### config.mk
export PLATFORM = sky130hd
export DESIGN_NAME = dac_out_stage_flat
export DESIGN_NICKNAME = d
export VERILOG_FILES = /design/src/rtl/dac_out_stage_pkg.sv /design/src/rtl/dac_out_stage_if.sv /design/src/rtl/dac_out_stage_sweep_gen.sv /design/src/rtl/dac_out_stage.sv /design/src/flat_wrapper.sv
export SDC_FILE = /design/constraint.sdc
export NUM_CORES = 1
export LEC_CHECK = 0
export ABC_AREA = 0
export BUFFER_PORTS_ARGS = -buffer_cell sky130_fd_sc_hd__buf_2
export CORE_ASPECT_RATIO = 1.1
export CORE_MARGIN = 4
export CORE_UTILIZATION = 44
export CTS_CLUSTER_DIAMETER = 200
export DETAILED_ROUTE_END_ITERATION = 12
export PLACE_DENSITY = 0.62
export SLEW_MARGIN = 15
export SYNTH_ARGS = -nofsm -noshare
export SYNTH_HDL_FRONTEND = slang
export SYNTH_SLANG_ARGS = --single-unit
### constraint.sdc
create_clock -name clk -period 25.7 [get_ports clk]
set_clock_uncertainty 0.15 [all_clocks]
set_input_delay 1.285 -clock clk [delete_from_list [all_inputs] [get_ports clk]]
set_output_delay 1.285 -clock clk [all_outputs]
set_load 0.01 [all_outputs]
### src/rtl/dac_out_stage_pkg.sv
`default_nettype none
// ============================================================================
//  Module      : pdh_out_pkg
//  Description : Shared types, constants and saturating helpers for the DAC
//                output stage (state encoding, 15-bit signed working type,
//                clamp/min/max, mode decode).
//  Revision    : 1.0  initial release
// ============================================================================
package pdh_out_pkg;

    localparam int DAC_W    = 14;
    localparam int DIV_W    = 16;
    localparam int MIDSCALE = 8191;

    typedef enum logic [1:0] {
        PARK  = 2'd0,
        SWEEP = 2'd1,
        LOCK  = 2'd2
    } out_state_e;

    // One extra bit so differences and sums of codes never wrap.
    typedef logic signed [DAC_W:0] ext_t;

    function automatic ext_t to_ext(input logic [DAC_W-1:0] v);
        return ext_t'({1'b0, v});
    endfunction

    function automatic ext_t max_ext(input ext_t a, input ext_t b);
        return (a > b) ? a : b;
    endfunction

    function automatic ext_t min_ext(input ext_t a, input ext_t b);
        return (a < b) ? a : b;
    endfunction

    // Upper bound applied last, so an inverted window resolves to hi.
    function automatic ext_t clamp_ext(input ext_t v, input ext_t lo, input ext_t hi);
        return min_ext(max_ext(v, lo), hi);
    endfunction

    // Back to a DAC code; negative values cannot occur but saturate to 0.
    function automatic logic [DAC_W-1:0] sat_code(input ext_t v);
        return v[DAC_W] ? '0 : v[DAC_W-1:0];
    endfunction

    function automatic out_state_e decode_mode(input logic [1:0] m);
        case (m)
            2'd1:    return SWEEP;
            2'd2:    return LOCK;
            default: return PARK;
        endcase
    endfunction

endpackage
`default_nettype wire

### src/rtl/dac_out_stage_if.sv
`default_nettype none
// ============================================================================
//  Module      : dac_out_stage_if
//  Description : Control/config/status bundle of the DAC output stage.
//                master = controller side, slave = output stage.
//  Revision    : 1.0  initial release
// ============================================================================
interface dac_out_stage_if #(
    parameter int DAC_W = pdh_out_pkg::DAC_W,
    parameter int DIV_W = pdh_out_pkg::DIV_W
);
    logic             enable_i;
    logic [1:0]       mode_i;
    logic [DAC_W-1:0] pid_i;
    logic [DAC_W-1:0] park_i;
    logic [DAC_W-1:0] slew_i;
    logic [DAC_W-1:0] sweep_min_i;
    logic [DAC_W-1:0] sweep_max_i;
    logic [DAC_W-1:0] sweep_step_i;
    logic [DIV_W-1:0] sweep_div_i;
    logic [DAC_W-1:0] lim_lo_i;
    logic [DAC_W-1:0] lim_hi_i;
    logic [DAC_W-1:0] dac_o;
    logic [1:0]       state_o;
    logic             sweep_dir_o;
    logic             at_limit_o;
    logic             slewing_o;

    modport master (
        output enable_i, mode_i, pid_i, park_i, slew_i,
               sweep_min_i, sweep_max_i, sweep_step_i, sweep_div_i,
               lim_lo_i, lim_hi_i,
        input  dac_o, state_o, sweep_dir_o, at_limit_o, slewing_o
    );

    modport slave (
        input  enable_i, mode_i, pid_i, park_i, slew_i,
               sweep_min_i, sweep_max_i, sweep_step_i, sweep_div_i,
               lim_lo_i, lim_hi_i,
        output dac_o, state_o, sweep_dir_o, at_limit_o, slewing_o
    );
endinterface
`default_nettype wire

### src/rtl/dac_out_stage_sweep_gen.sv
`default_nettype none
// ============================================================================
//  Module      : sweep_gen
//  Description : Triangle sweep generator: prescaler, pointer and direction.
//                Loads from the current DAC code on entry to SWEEP, then
//                bounces between sweep_min and sweep_max one step per tick.
//  Revision    : 1.0  initial release
// ============================================================================
module sweep_gen #(
    parameter int DAC_W    = 14,
    parameter int DIV_W    = 16,
    parameter int MIDSCALE = 8191
) (
    input  logic             clk,
    input  logic             rst,
    input  logic             i_in_sweep,
    input  logic             i_enter,
    input  logic [DAC_W-1:0] i_dac,
    input  logic [DAC_W-1:0] i_min,
    input  logic [DAC_W-1:0] i_max,
    input  logic [DAC_W-1:0] i_step,
    input  logic [DIV_W-1:0] i_div,
    output logic [DAC_W-1:0] o_ptr,
    output logic             o_dir
);
    import pdh_out_pkg::*;

    logic [DAC_W-1:0] r_ptr;
    logic             r_dir;
    logic [DIV_W-1:0] r_cnt;

    logic [DAC_W-1:0] w_ptr_nxt;
    logic             w_dir_nxt;
    logic [DIV_W-1:0] w_cnt_nxt;
    logic [DAC_W:0]   w_up_u;
    ext_t             w_dn_e;
    ext_t             w_min_e;
    ext_t             w_load_e;
    logic             w_tick;
    logic             w_pinned;

    assign w_min_e  = to_ext(i_min);
    assign w_up_u   = {1'b0, r_ptr} + {1'b0, i_step};
    assign w_dn_e   = to_ext(r_ptr) - to_ext(i_step);
    assign w_load_e = clamp_ext(to_ext(i_dac), w_min_e, to_ext(i_max));
    assign w_pinned = (i_min >= i_max);
    assign w_tick   = (r_cnt == i_div);

    // Next pointer/direction/prescaler: load on entry, step on tick, else hold.
    always_comb begin
        w_ptr_nxt = r_ptr;
        w_dir_nxt = r_dir;
        w_cnt_nxt = r_cnt;
        if (i_enter) begin
            w_ptr_nxt = w_pinned ? i_min : sat_code(w_load_e);
            w_dir_nxt = 1'b1;
            w_cnt_nxt = '0;
        end else if (i_in_sweep) begin
            w_cnt_nxt = w_tick ? '0 : r_cnt + 1'b1;
            if (w_pinned) begin
                w_ptr_nxt = i_min;
            end else if (w_tick && (i_step != '0)) begin
                if (r_dir) begin
                    if (w_up_u >= {1'b0, i_max}) begin
                        w_ptr_nxt = i_max;
                        w_dir_nxt = 1'b0;
                    end else begin
                        w_ptr_nxt = w_up_u[DAC_W-1:0];
                    end
                end else begin
                    if (w_dn_e <= w_min_e) begin
                        w_ptr_nxt = i_min;
                        w_dir_nxt = 1'b1;
                    end else begin
                        w_ptr_nxt = sat_code(w_dn_e);
                    end
                end
            end
        end
    end

    // Sweep state registers.
    always_ff @(posedge clk) begin
        if (rst) begin
            r_ptr <= DAC_W'(MIDSCALE);
            r_dir <= 1'b1;
            r_cnt <= '0;
        end else begin
            r_ptr <= w_ptr_nxt;
            r_dir <= w_dir_nxt;
            r_cnt <= w_cnt_nxt;
        end
    end

    assign o_ptr = r_ptr;
    assign o_dir = r_dir;

endmodule
`default_nettype wire

### src/rtl/dac_out_stage.sv
`default_nettype none
// ============================================================================
//  Module      : dac_out_stage
//  Description : DAC output stage after the PID core. Park/sweep/lock mode
//                FSM, per-cycle slew limiter, hard output clamp and
//                registered DAC code with status flags.
//  Revision    : 1.0  initial release
// ============================================================================
module dac_out_stage #(
    parameter int DAC_W    = pdh_out_pkg::DAC_W,
    parameter int DIV_W    = pdh_out_pkg::DIV_W,
    parameter int MIDSCALE = pdh_out_pkg::MIDSCALE
) (
    input  logic             clk,
    input  logic             rst,
    dac_out_stage_if.slave   bus
);
    import pdh_out_pkg::*;

    out_state_e       r_state;
    out_state_e       w_state_nxt;
    logic [DAC_W-1:0] r_dac;
    logic             r_at_limit;
    logic             r_slewing;

    logic [DAC_W-1:0] w_target;
    logic [DAC_W-1:0] w_ptr;
    logic             w_dir;
    ext_t             w_dac_e;
    ext_t             w_tgt_e;
    ext_t             w_slew_e;
    ext_t             w_delta_e;
    ext_t             w_s_e;
    ext_t             w_c_e;

    // Mode decode; a disabled stage always parks.
    always_comb begin
        w_state_nxt = PARK;
        if (bus.enable_i) begin
            w_state_nxt = decode_mode(bus.mode_i);
        end
    end

    // Mode register; the new mode selects the target from the next cycle on.
    always_ff @(posedge clk) begin
        if (rst) begin
            r_state <= PARK;
        end else begin
            r_state <= w_state_nxt;
        end
    end

    // Target selected by the registered mode.
    always_comb begin
        w_target = bus.park_i;
        case (r_state)
            SWEEP:   w_target = w_ptr;
            LOCK:    w_target = bus.pid_i;
            default: w_target = bus.park_i;
        endcase
    end

    assign w_dac_e   = to_ext(r_dac);
    assign w_tgt_e   = to_ext(w_target);
    assign w_slew_e  = to_ext(bus.slew_i);
    assign w_delta_e = w_tgt_e - w_dac_e;

    // Slew limiter: move at most slew_i toward the target (0 = no limit).
    always_comb begin
        w_s_e = w_tgt_e;
        if (bus.slew_i != '0) begin
            if (w_delta_e > w_slew_e) begin
                w_s_e = w_dac_e + w_slew_e;
            end else if (w_delta_e < -w_slew_e) begin
                w_s_e = w_dac_e - w_slew_e;
            end
        end
    end

    assign w_c_e = clamp_ext(w_s_e, to_ext(bus.lim_lo_i), to_ext(bus.lim_hi_i));

    // Output code and status flags.
    always_ff @(posedge clk) begin
        if (rst) begin
            r_dac      <= DAC_W'(MIDSCALE);
            r_at_limit <= 1'b0;
            r_slewing  <= 1'b0;
        end else begin
            r_dac      <= sat_code(w_c_e);
            r_at_limit <= (w_c_e != w_s_e);
            r_slewing  <= (w_c_e != w_tgt_e);
        end
    end

    // Pointer is loaded on the same edge the FSM enters SWEEP, so the first
    // SWEEP cycle already targets the clamped current output (bumpless).
    sweep_gen #(
        .DAC_W    (DAC_W),
        .DIV_W    (DIV_W),
        .MIDSCALE (MIDSCALE)
    ) u_sweep_gen (
        .clk        (clk),
        .rst        (rst),
        .i_in_sweep (r_state == SWEEP),
        .i_enter    ((w_state_nxt == SWEEP) && (r_state != SWEEP)),
        .i_dac      (r_dac),
        .i_min      (bus.sweep_min_i),
        .i_max      (bus.sweep_max_i),
        .i_step     (bus.sweep_step_i),
        .i_div      (bus.sweep_div_i),
        .o_ptr      (w_ptr),
        .o_dir      (w_dir)
    );

    assign bus.dac_o       = r_dac;
    assign bus.state_o     = r_state;
    assign bus.sweep_dir_o = w_dir;
    assign bus.at_limit_o  = r_at_limit;
    assign bus.slewing_o   = r_slewing;

endmodule
`default_nettype wire

### src/flat_wrapper.sv
// flat-port wrapper written by rule: the top's interface ports become plain ports
module dac_out_stage_flat import pdh_out_pkg::*;
#(
    parameter int DAC_W    = pdh_out_pkg::DAC_W,
    parameter int DIV_W    = pdh_out_pkg::DIV_W,
    parameter int MIDSCALE = pdh_out_pkg::MIDSCALE
)
  (clk, rst, bus_enable_i, bus_mode_i, bus_pid_i, bus_park_i, bus_slew_i, bus_sweep_min_i, bus_sweep_max_i, bus_sweep_step_i, bus_sweep_div_i, bus_lim_lo_i, bus_lim_hi_i, bus_dac_o, bus_state_o, bus_sweep_dir_o, bus_at_limit_o, bus_slewing_o);
  dac_out_stage_if #(.DAC_W(DAC_W), .DIV_W(DIV_W)) bus_i ();
  input  logic clk;
  input  logic rst;
  input wire logic [$bits(bus_i.enable_i)-1:0] bus_enable_i;
  input wire logic [$bits(bus_i.mode_i)-1:0] bus_mode_i;
  input wire logic [$bits(bus_i.pid_i)-1:0] bus_pid_i;
  input wire logic [$bits(bus_i.park_i)-1:0] bus_park_i;
  input wire logic [$bits(bus_i.slew_i)-1:0] bus_slew_i;
  input wire logic [$bits(bus_i.sweep_min_i)-1:0] bus_sweep_min_i;
  input wire logic [$bits(bus_i.sweep_max_i)-1:0] bus_sweep_max_i;
  input wire logic [$bits(bus_i.sweep_step_i)-1:0] bus_sweep_step_i;
  input wire logic [$bits(bus_i.sweep_div_i)-1:0] bus_sweep_div_i;
  input wire logic [$bits(bus_i.lim_lo_i)-1:0] bus_lim_lo_i;
  input wire logic [$bits(bus_i.lim_hi_i)-1:0] bus_lim_hi_i;
  output wire logic [$bits(bus_i.dac_o)-1:0] bus_dac_o;
  output wire logic [$bits(bus_i.state_o)-1:0] bus_state_o;
  output wire logic [$bits(bus_i.sweep_dir_o)-1:0] bus_sweep_dir_o;
  output wire logic [$bits(bus_i.at_limit_o)-1:0] bus_at_limit_o;
  output wire logic [$bits(bus_i.slewing_o)-1:0] bus_slewing_o;
  assign bus_i.enable_i = bus_enable_i;
  assign bus_i.mode_i = bus_mode_i;
  assign bus_i.pid_i = bus_pid_i;
  assign bus_i.park_i = bus_park_i;
  assign bus_i.slew_i = bus_slew_i;
  assign bus_i.sweep_min_i = bus_sweep_min_i;
  assign bus_i.sweep_max_i = bus_sweep_max_i;
  assign bus_i.sweep_step_i = bus_sweep_step_i;
  assign bus_i.sweep_div_i = bus_sweep_div_i;
  assign bus_i.lim_lo_i = bus_lim_lo_i;
  assign bus_i.lim_hi_i = bus_lim_hi_i;
  assign bus_dac_o = bus_i.dac_o;
  assign bus_state_o = bus_i.state_o;
  assign bus_sweep_dir_o = bus_i.sweep_dir_o;
  assign bus_at_limit_o = bus_i.at_limit_o;
  assign bus_slewing_o = bus_i.slewing_o;
  dac_out_stage #(.DAC_W(DAC_W), .DIV_W(DIV_W), .MIDSCALE(MIDSCALE)) u_core (.clk(clk), .rst(rst), .bus(bus_i));
endmodule
* Yosys cells after proc, flatten, opt, wreduce, memory -nomap -nowiden
Cells that the tools add are included.
** Word-level totals
- Input bits :: 133
- Logic and storage cells :: 69
- Output and inout bits :: 19
- Register bits :: 49
** Cells by class
- Magnitude comparators :: 9
- Bitwise operators :: 1
- Multiplexer cells :: 25
- Reduce and logical (&&, ||, !) cells :: 10
- Equal/unequal tests :: 9
- Add/subtract/negate cells :: 7
** Operators by type and width (number)
- 2-to-1 mux 14 bit :: 12
- 2-to-1 mux 15 bit :: 5
- subtractor 14 x 14 -> 15 bit :: 3
- adder 14 x 14 -> 15 bit :: 2
- greater-than comparator 15 bit :: 2
- < comparator 15 bit :: 2
- != test 15 bit :: 2
- one-hot mux 14 bit (2 select lines) :: 1
- nonzero test 14 bit :: 2
- adder 16 x 1 -> 16 bit, second input constant :: 1
- == test 16 bit :: 1
- 2-to-1 mux 16 bit :: 1
- greater-or-equal comparator 15 x 14 -> 1 bit :: 1
- less-or-equal comparator 15 bit :: 1
- negation 14 -> 15 bit :: 1
- greater-or-equal comparator 14 bit :: 1
- greater-than comparator 14 bit :: 1
- < comparator 14 bit :: 1
- 2-to-1 mux 13 bit :: 1
- == test 2 x 1 -> 1 bit, second input constant :: 3
- == test 2 bit, second input constant :: 2
- one-hot mux 2 bit (2 select lines) :: 1
- OR reduction 2 bit :: 2
- 2-to-1 mux 1 bit :: 3
- other kinds (8) :: 9

* Longest topological paths before layout
Gate-level depths: netlist of the first run.
- Depth after elaboration :: 12
- Mapped depth :: 60

* Hierarchy
A second synthesis of the first run with hierarchy kept.
** Unflattened totals
- Cell total of the unflattened synthesis :: 1523
- Area, all modules :: 11642.4 µm²
** By module, submodules not included
- dac_out_stage :: area an instance 6052.1 µm², cells an instance 815, times used 1, seq. area each 360.3 µm²
- sweep_gen :: area an instance 5590.4 µm², cells an instance 708, times used 1, seq. area each 620.6 µm²

* Least setup slack after synthesis of the first run
Ideal clock, no wire load.
- Kind :: input to register
- From :: input bus_pid_i[1]
- To :: register u_core.r_at_limit (netlist: u_core.bus.at_limit_o)
- Library setup time :: 0.138 ns
- Arrival :: 10.319 ns
- Setup slack :: 15.093 ns
- Cell stages on the path :: 54
- Required time :: 25.412 ns
- Cells stage by stage :: a22oi_1 -> nor2_1 -> a21oi_1 -> inv_1 -> ha_1 -> nor2b_1 -> o21ai_0 -> a21boi_0 -> o21ai_0 -> a21boi_0 -> o21ai_0 -> nand2b_1 -> a21o_1 -> a21o_1 -> a21o_1 -> a21oi_1 -> o21bai_1 -> a21oi_1 -> [18 not listed] -> o31ai_1 -> a211o_1 -> a311o_4 -> buf_2 -> buf_6 -> mux2_2 -> ha_1 -> and4_1 -> a21oi_1 -> a31oi_1 -> o22a_1 -> ha_1 -> clkbuf_1 -> a31oi_1 -> o21ai_0 -> nor4b_1 -> o32a_1 -> a41oi_1
** Between the ends
- Word-level cells in the longest chain between the ends :: 11
- Elaborated cells between the ends (all ways) :: 12
- Classes of those cells :: 1 x add/sub; 4 x order compare; 1 x eq/ne; 6 x mux
** Ends and longest elaborated chain
- start: declaration :: line flat_wrapper.sv:14 : input wire logic [$bits(bus_i.pid_i)-1:0] bus_pid_i;
- one-hot mux 14 bit (2 select lines) (*) :: line dac_out_stage.sv:56 : case (r_state)
- subtractor 14 x 14 -> 15 bit :: line dac_out_stage.sv:66 : assign w_delta_e = w_tgt_e - w_dac_e;
- < comparator 15 bit :: line dac_out_stage.sv:74 : end else if (w_delta_e < -w_slew_e) begin
- 2-to-1 mux 15 bit :: line dac_out_stage.sv:74
- 2-to-1 mux 15 bit :: line dac_out_stage.sv:72 : if (w_delta_e > w_slew_e) begin
- 2-to-1 mux 15 bit (*) :: line dac_out_stage.sv:71 : if (bus.slew_i != '0) begin
- greater-than comparator 15 bit :: line dac_out_stage_pkg.sv:29 : return (a > b) ? a : b;
- 2-to-1 mux 15 bit :: line dac_out_stage_pkg.sv:29
- < comparator 15 bit :: line dac_out_stage_pkg.sv:33 : return (a < b) ? a : b;
- 2-to-1 mux 15 bit :: line dac_out_stage_pkg.sv:33
- != test 15 bit (*) :: line dac_out_stage.sv:90 : r_at_limit <= (w_c_e != w_s_e);
- end signal: assignment :: line dac_out_stage.sv:90
- end: declaration :: line dac_out_stage.sv:23 : logic r_at_limit;
Every way passes the cells marked *; elsewhere a longest branch is shown, timed or not.
A chain may end at the register's enable or synchronous reset.

* Worst setup path in the final report of the first run
- From :: input bus_pid_i[2]
- To :: register u_core.r_slewing (netlist: u_core.bus.slewing_o)
** Between the ends
- Word-level cells in the longest chain between the ends :: 11
- Elaborated cells between the ends (all ways) :: 12
- Classes of those cells :: 1 x add/sub; 4 x order compare; 1 x eq/ne; 6 x mux
** Ends and longest elaborated chain
- one-hot mux 14 bit (2 select lines) (*) :: line dac_out_stage.sv:56
- subtractor 14 x 14 -> 15 bit :: line dac_out_stage.sv:66
- < comparator 15 bit :: line dac_out_stage.sv:74
- 2-to-1 mux 15 bit :: line dac_out_stage.sv:74
- 2-to-1 mux 15 bit :: line dac_out_stage.sv:72
- 2-to-1 mux 15 bit :: line dac_out_stage.sv:71
- greater-than comparator 15 bit :: line dac_out_stage_pkg.sv:29
- 2-to-1 mux 15 bit :: line dac_out_stage_pkg.sv:29
- < comparator 15 bit :: line dac_out_stage_pkg.sv:33
- 2-to-1 mux 15 bit :: line dac_out_stage_pkg.sv:33
- != test 15 bit (*) :: line dac_out_stage.sv:91 : r_slewing <= (w_c_e != w_tgt_e);
- end signal: assignment :: line dac_out_stage.sv:91
- end: declaration :: line dac_out_stage.sv:24 : logic r_slewing;
Marks and branches as above.

==> impl_metrics.csv, run 1 <==
group,metric,value,unit
place,portBuffers,151,
logic_synthesis,synth_ff_type,"dfxtp_1",
power_and_ir_drop,p_leak,5.97,nW
final_layout,final_net_count,2003,
critical_path,crit_path_end_kind,"flop",
drt,highest_layer,"met4",
logic_synthesis,ys_seq_elements,49,
global_routing,grt_pass1_vias,11928,
logic_synthesis,async_flop_share,0,
timing,min_period,13.42,ns
logic_synthesis,syn_inst,1558,
drt,drcViolationCount,0,
critical_path,regToRegSetupSlack,12.50,ns
die,dieWidth,163,µm
timing,max_freq,74.5,MHz
critical_path,reg2reg_to,"u_core.bus.slewing_o",
timing,final_max_slew_viol_count,0,
die,die_y,179,µm
drt,routed-wl-met3,3.37,mm
final_layout,multi_input_area,0.00977,mm²
logic_synthesis,yosysMostFrequentCell,"ha_1",
critical_path,start_kind,"primary input",
logic_synthesis,yosys_warnings,0,
global_routing,grt_util_all_layers,0.301,
final_layout,diodes,0,
power_and_ir_drop,fin_total_pwr,1.56,mW
logic_synthesis,synthDistinctLibCells,103,
die,start_util,0.446,
clock_tree,cts_root_buffer,"clkbuf_16",
clock_tree,holdBufCountCts,0,
final_layout,fillers,2763,
die,num_io_pins,152,
drt,first_pass_iters,6,
logic_synthesis,avgSynthCellArea,7.47,µm²
clock_tree,cts_max_level,2,
critical_path,crit_top_cell,"o21ai_0",
clock_tree,clock_latency,0.30,ns
hold_path,hold_path_class,"reg -> reg",
logic_synthesis,synth_edf_count,0,
critical_path,cpMaxStageDelayCell,"nor2_1",
logic_synthesis,yosys.area.top_type,"ha_1",
global_routing,grt_pass1_wl,68.3,mm
place,dpl.hpwl,38.0,mm
final_layout,area_delta_synth_final,10.5,%
power_and_ir_drop,p_per_area,121,mW/mm²
global_routing,grt_remaining_overflow,0,
timing,tns,0,ns
critical_path,critPathMaxFanout,34,
outcome,status,"finished clean",
critical_path,required,25.68,ns
drt,wl_met2,20.5,mm
clock_tree,cts_resized,0,
critical_path,cpPeakStageDelay,0.87,ns
place,place_congestion,1.04,
timing,finalHoldViolCount,0,
logic_synthesis,synth_top_area_frac,0.208,
logic_synthesis,synthesis.nets,1889,
clock_tree,cts_max_path_buffers,2,
drt,drt_iter0_drc,1236,
power_and_ir_drop,worst_ir_drop_vdd,144,µV
global_routing,grt_antenna_before_repair,0,
critical_path,cp_data_arrival_time,13.40,ns
critical_path,reg2regPathDepth,49,
drt,m1WireLength,19.2,mm
drt,num_vias,12585,
critical_path,r2r-start,"u_core.bus.state_o[0]",
critical_path,path_class,"in -> reg",
timing,tightest_slew,1.18,ns
drt,vias_per_cell,6.21,
final_layout,layout-drive-gt1-share,0.137,
clock_tree,cts.sink_count,49,
drt,wirelength,45.4,mm
clock_tree,cts_tree,"done",
logic_synthesis,ys_seq_area_frac,0.0843,
critical_path,startpoint,"bus_pid_i[2]",
timing,rsz0062_at_grt,"no",
timing,slew_headroom,0.214,
die,rows,62,
die,die_area,0.0291,mm²
flow_run,maxCapViolations,0,
timing,setup_viol,0,
critical_path,crit_path_end,"u_core.bus.slewing_o",
clock_tree,clk_pin_slew,0.08,ns
logic_synthesis,syn_area,0.0116,mm²
final_layout,register_area,981,µm²
logic_synthesis,netlist_top_cells_count,"ha_1, inv_1, nor2_1",
drt,wl_per_cell,22.4,µm
timing,fin_crit_sh,0.522,
die,core_area,0.0261,mm²
logic_synthesis,synthTopCellsByArea,"ha_1, dfxtp_1, xnor2_1, inv_1, a21oi_1",
drt,detail-route-antenna-nets,0,
clock_tree,cts_inserted_buffers,5,
clock_tree,cts_setup_buffers,0,
hold_path,hp-start,"u_core.u_sweep_gen.r_cnt[15]",
global_routing,grt_max_degree,35,
per-layer routing:
layer	track usage	vias to the layer above
met5	0	-
met4	0.129	0
met3	0.0386	122
met2	0.493	594
met1	0.398	5898
li1	-	5971
cells by family (layout without fill, tap and decap cells):
family	count (synthesis)	after routing	share of synthesized area
compound gates	514	514	0.319
xor+xnor	114	114	0.0883
fa+ha+maj	198	198	0.216
buf+inv	227	342	0.0780
flops	49	49	0.0843
mux	38	38	0.0339
other cells	1	1	0.000322
simple gates	417	417	0.180
layout by cell type, fill, tap and decap left out, types with 19 or more instances in the layout:
cell,Yosys,routed
ha_1,193,193
o21ai_0,83,83
xnor2_1,87,87
nand2_1,89,89
inv_1,168,168
xor2_1,24,24
a211oi_1,26,26
o21a_1,22,22
nor3_1,35,35
a22oi_1,23,23
nor2b_1,23,23
nand4_1,31,31
mux2i_1,30,30
nand2b_1,19,19
a21o_1,45,45
a21oi_1,109,108
nor2_1,120,120
nand3_1,24,24
buf_2,5,151
and3_1,19,19
dfxtp_1,49,49
state kept, by name, indices dropped and copies added, names as in the netlist:
signal,count
u_core.u_sweep_gen.o_dir,1
u_core.bus.slewing_o,1
u_core.bus.state_o,2
u_core.u_sweep_gen.r_cnt,16
u_core.bus.dac_o,14
u_core.bus.at_limit_o,1
u_core.u_sweep_gen.o_ptr,14
worst min-delay path by stage:
| stage | to | slack [ns] | cells after the start |
|---|---|---|---|
| 2_1_floorplan | u_core.u_sweep_gen.r_cnt[15] | 0.32 | 2 |
| 3_3_place_gp | u_core.u_sweep_gen.r_cnt[15] | 0.34 | 2 |
| 3_5_place_dp | u_core.u_sweep_gen.r_cnt[15] | 0.38 | 2 |
| 4_1_cts | u_core.u_sweep_gen.r_cnt[15] | 0.39 | 2 |
| 5_1_grt | u_core.u_sweep_gen.r_cnt[15] | 0.41 | 2 |
| 6_report | u_core.u_sweep_gen.r_cnt[15] | 0.38 | 2 |
metrics by stage:
stage | utilization | worst slack [ns] | cells | hold WS (ns) | area, µm²
after global placement | 0.486 | 12.66 | 2017 | 0.342 | 12700
after detailed placement | 0.486 | 12.26 | 2017 | 0.375 | 12700
after CTS | 0.493 | 12.53 | 2025 | 0.388 | 12900
after global routing | 0.493 | 11.16 | 2025 | 0.405 | 12900
final | 0.493 | 12.28 | 2025 | 0.382 | 12900
after floorplan | - | 15.09 | 1558 | 0.320 | 11600
worst max-delay path, delay by kind of cell:
kind,cells,cell delay [ns]
adders and majority gates,5,1.95
xor gates and xnor gates,1,0.17
AOI/OAI and AO/OA,30,6.25
and+or+nand+nor,8,2.37
buffers and inverters,3,0.91
muxes,1,0.41
where the power goes:
| group | internal [mW] | total, mW | switching (mW) |
|---|---|---|---|
| combinational | 0.520 | 1.35 | 0.834 |
| sequential | 0.0901 | 0.124 | 0.0336 |
| clock | 0.0467 | 0.0801 | 0.0334 |
area by class of cell:
cell class | count | share of cell area
multi-input combinational | 1282 | 0.760
sequential | 49 | 0.0763
timing repair buffer | 164 | 0.0664
inverter | 170 | 0.0496
tap | 352 | 0.0342
clock buffer | 5 | 0.00973
clock inverter | 3 | 0.00370
No activity file was read; power rests on OpenSTA's default activity.
==> run 2: changes to the inputs <==
--- a/config.mk
+++ b/config.mk
@@ -5,14 +5,14 @@
 export SDC_FILE = /design/constraint.sdc
 export NUM_CORES = 1
 export LEC_CHECK = 0
-export ABC_AREA = 0
+export ABC_AREA = 1
 export BUFFER_PORTS_ARGS = -buffer_cell sky130_fd_sc_hd__buf_2
 export CORE_ASPECT_RATIO = 1.1
 export CORE_MARGIN = 4
 export CORE_UTILIZATION = 44
 export CTS_CLUSTER_DIAMETER = 200
 export DETAILED_ROUTE_END_ITERATION = 12
-export PLACE_DENSITY = 0.62
+export PLACE_DENSITY = 0.63
 export SLEW_MARGIN = 15
 export SYNTH_ARGS = -nofsm -noshare
 export SYNTH_HDL_FRONTEND = slang
==> constraint.sdc (replaced) <==
create_clock -name clk -period 13.2 [get_ports clk]
set_clock_uncertainty 0.15 [all_clocks]
set_input_delay 0.66 -clock clk [delete_from_list [all_inputs] [get_ports clk]]
set_output_delay 0.66 -clock clk [all_outputs]
set_load 0.01 [all_outputs]
==> run 2 against run 1 <==
Non-clock buffer count fell by 10. Area after synthesis is 2.0% lower. Clock power grew 74%.
==> impl_metrics.csv, run 2 <==
group,metric,value,unit
final_layout,layout-drive-gt1-share,0.0995,
timing,max_freq,84.5,MHz
critical_path,crit_top_cell,"nand2_1",
die,rows,61,
critical_path,cpMaxStageDelayCell,"o21ai_1",
logic_synthesis,synthesis.nets,2228,
clock_tree,cts_tree,"done",
final_layout,top_register,"u_core.u_sweep_gen.r_cnt",
die,dieWidth,162,µm
clock_tree,cts_root_buffer,"clkbuf_16",
drt,detail-route-antenna-nets,0,
logic_synthesis,yosys.area.top_type,"ha_1",
global_routing,grt_max_degree,30,
drt,wl_per_cell,17.8,µm
final_layout,final_cell_mix,"nand2_1, inv_1, nand3_1",
timing,tns,0,ns
logic_synthesis,synth_ff_type,"dfxtp_1",
final_layout,instances_no_fill,2357,
drt,drcViolationCount,0,
global_routing,grt_remaining_overflow,0,
final_layout,final_common_cell,"nand2_1",
clock_tree,cts_max_level,2,
timing,fin_crit_sh,0.896,
clock_tree,clk_pin_slew,0.07,ns
flow_run,maxCapViolations,0,
hold_path,hold_path_class,"reg -> reg",
timing,tightest_slew,1.11,ns
die,die_area,0.0286,mm²
clock_tree,clock_latency,0.29,ns
die,die_y,177,µm
timing,slew_headroom,0.251,
critical_path,start_kind,"flop",
timing,final_max_slew_viol_count,0,
place,place_congestion,0.996,
die,core_area,0.0254,mm²
critical_path,required,13.22,ns
timing,min_period,11.83,ns
clock_tree,cts_resized,0,
final_layout,largest_register_ff_count,16,
logic_synthesis,netlist_top_cells_count,"nand2_1, inv_1, nand3_1",
logic_synthesis,synth_top_area_frac,0.212,
logic_synthesis,syn_inst,1897,
clock_tree,holdBufCountCts,0,
global_routing,grt_antenna_before_repair,0,
critical_path,cpPeakStageDelay,0.72,ns
logic_synthesis,avgSynthCellArea,6.01,µm²
critical_path,critPathMaxFanout,21,
critical_path,cp_data_arrival_time,11.85,ns
drt,num_vias,12861,
logic_synthesis,synthTopCellsByArea,"ha_1, nand2_1, inv_1, nand3_1, dfxtp_1",
clock_tree,cts.sink_count,49,
logic_synthesis,yosysMostFrequentCell,"nand2_1",
place,portBuffers,151,
outcome,status,"finished clean",
clock_tree,cts_max_path_buffers,2,
die,start_util,0.449,
drt,first_pass_iters,8,
global_routing,grt_util_all_layers,0.286,
logic_synthesis,syn_area,0.0114,mm²
timing,rsz0062_at_grt,"no",
timing,setup_viol,0,
logic_synthesis,yosys_warnings,0,
die,num_io_pins,152,
global_routing,grt_pass1_vias,12063,
place,dp.cells,2349,
clock_tree,cts_inserted_buffers,5,
critical_path,path_class,"reg -> reg",
clock_tree,cts_setup_buffers,0,
power_and_ir_drop,p_per_area,254,mW/mm²
drt,vias_per_cell,5.46,
place,dpl.hpwl,35.8,mm
logic_synthesis,synth_edf_count,0,
final_layout,diodes,0,
power_and_ir_drop,fin_total_pwr,3.19,mW
logic_synthesis,ys_seq_elements,49,
final_layout,area_delta_synth_final,10.2,%
logic_synthesis,ys_seq_area_frac,0.0860,
logic_synthesis,async_flop_share,0,
power_and_ir_drop,p_leak,6.94,nW
drt,drt_iter0_drc,1297,
critical_path,crit_path_end_kind,"flop",
logic_synthesis,synthDistinctLibCells,55,
global_routing,grt_pass1_wl,65.5,mm
final_layout,final_net_count,2341,
final_layout,final_util,0.495,
power_and_ir_drop,worst_ir_drop_vdd,252,µV
timing,finalHoldViolCount,0,
drt,wirelength,42.1,mm
run 2: changes by cell type after synthesis, moves of 21 or more:
cell | before | now
mux2i_1 | 30 | 0
a22oi_1 | 23 | 0
xnor2_1 | 87 | 9
nand2_1 | 89 | 497
nor2b_1 | 23 | 0
xor2_1 | 24 | 74
inv_1 | 168 | 294
a21o_1 | 45 | 8
nand3_1 | 24 | 206
nor2_1 | 120 | 99
run 2: power breakdown:
part / switching, mW / internal, mW / total [mW]
clock: 0.0619 / 0.0767 / 0.139
sequential: 0.0596 / 0.174 / 0.234
combinational: 1.88 / 0.938 / 2.82
run 2: logic make-up (layout without fill, tap and decap cells):
family                   after synthesis  in the layout  synth area share
AO/OA/AOI/OAI                        293            293             0.150
adder cells (fa/ha/maj)              198            198             0.220
XOR/XNOR                              83             83            0.0637
flip-flops                            49             49            0.0860
other                                  1              1          0.000329
buffers and inverters                344            458             0.116
AND/OR/NAND/NOR                      929            929             0.363
run 2: worst paths after layout:
path / startpoint / endpoint / slack (ns) / depth (start not counted)
max: u_core.bus.state_o[0] / u_core.bus.at_limit_o / 1.37 / 64
min: u_core.u_sweep_gen.r_cnt[0] / u_core.u_sweep_gen.r_cnt[0] / 0.34 / 2
max reg2reg: u_core.bus.state_o[0] / u_core.bus.at_limit_o / 1.37 / 64
min reg2reg: u_core.u_sweep_gen.r_cnt[0] / u_core.u_sweep_gen.r_cnt[0] / 0.34 / 2
run 2: final cells by class:
cell class | count | area (µm²)
fill | 2752 | 12800
multi-input combinational | 1504 | 9110
inverter | 296 | 1110
sequential | 49 | 981
timing repair buffer | 154 | 778
tap | 346 | 433
clock buffer | 6 | 139
clock inverter | 2 | 17.5
run 2: per-layer routing:
metal | track usage | vias up | share of wire | wire length [µm]
li1 | - | 6482 | - | -
met5 | 0 | - | 0 | 0
met3 | 0.0368 | 53 | 0.079 | 3330
met4 | 0.0675 | 0 | 0.022 | 939
met1 | 0.422 | 5792 | 0.48 | 20200
met2 | 0.441 | 534 | 0.42 | 17600
run 2: through the flow:
step	hold WS, ns	setup slack, ns	cell area, µm²
global placement	0.322	1.48	12400
CTS	0.342	1.18	12600
floorplan	0.308	3.99	11400
global route	0.383	0.184	12600
detailed placement	0.333	1.23	12400
finish	0.338	1.37	12600
run 2: critical path: cells and delay by family, from the launching register on:
kind                     cells  cell delay (ns)
flip-flops                   1             0.36
AND/OR/NAND/NOR             31             3.56
AO/OA/AOI/OAI               17             3.59
adder cells (fa/ha/maj)      6             2.07
buffers and inverters        9             1.75
XOR/XNOR                     1             0.19
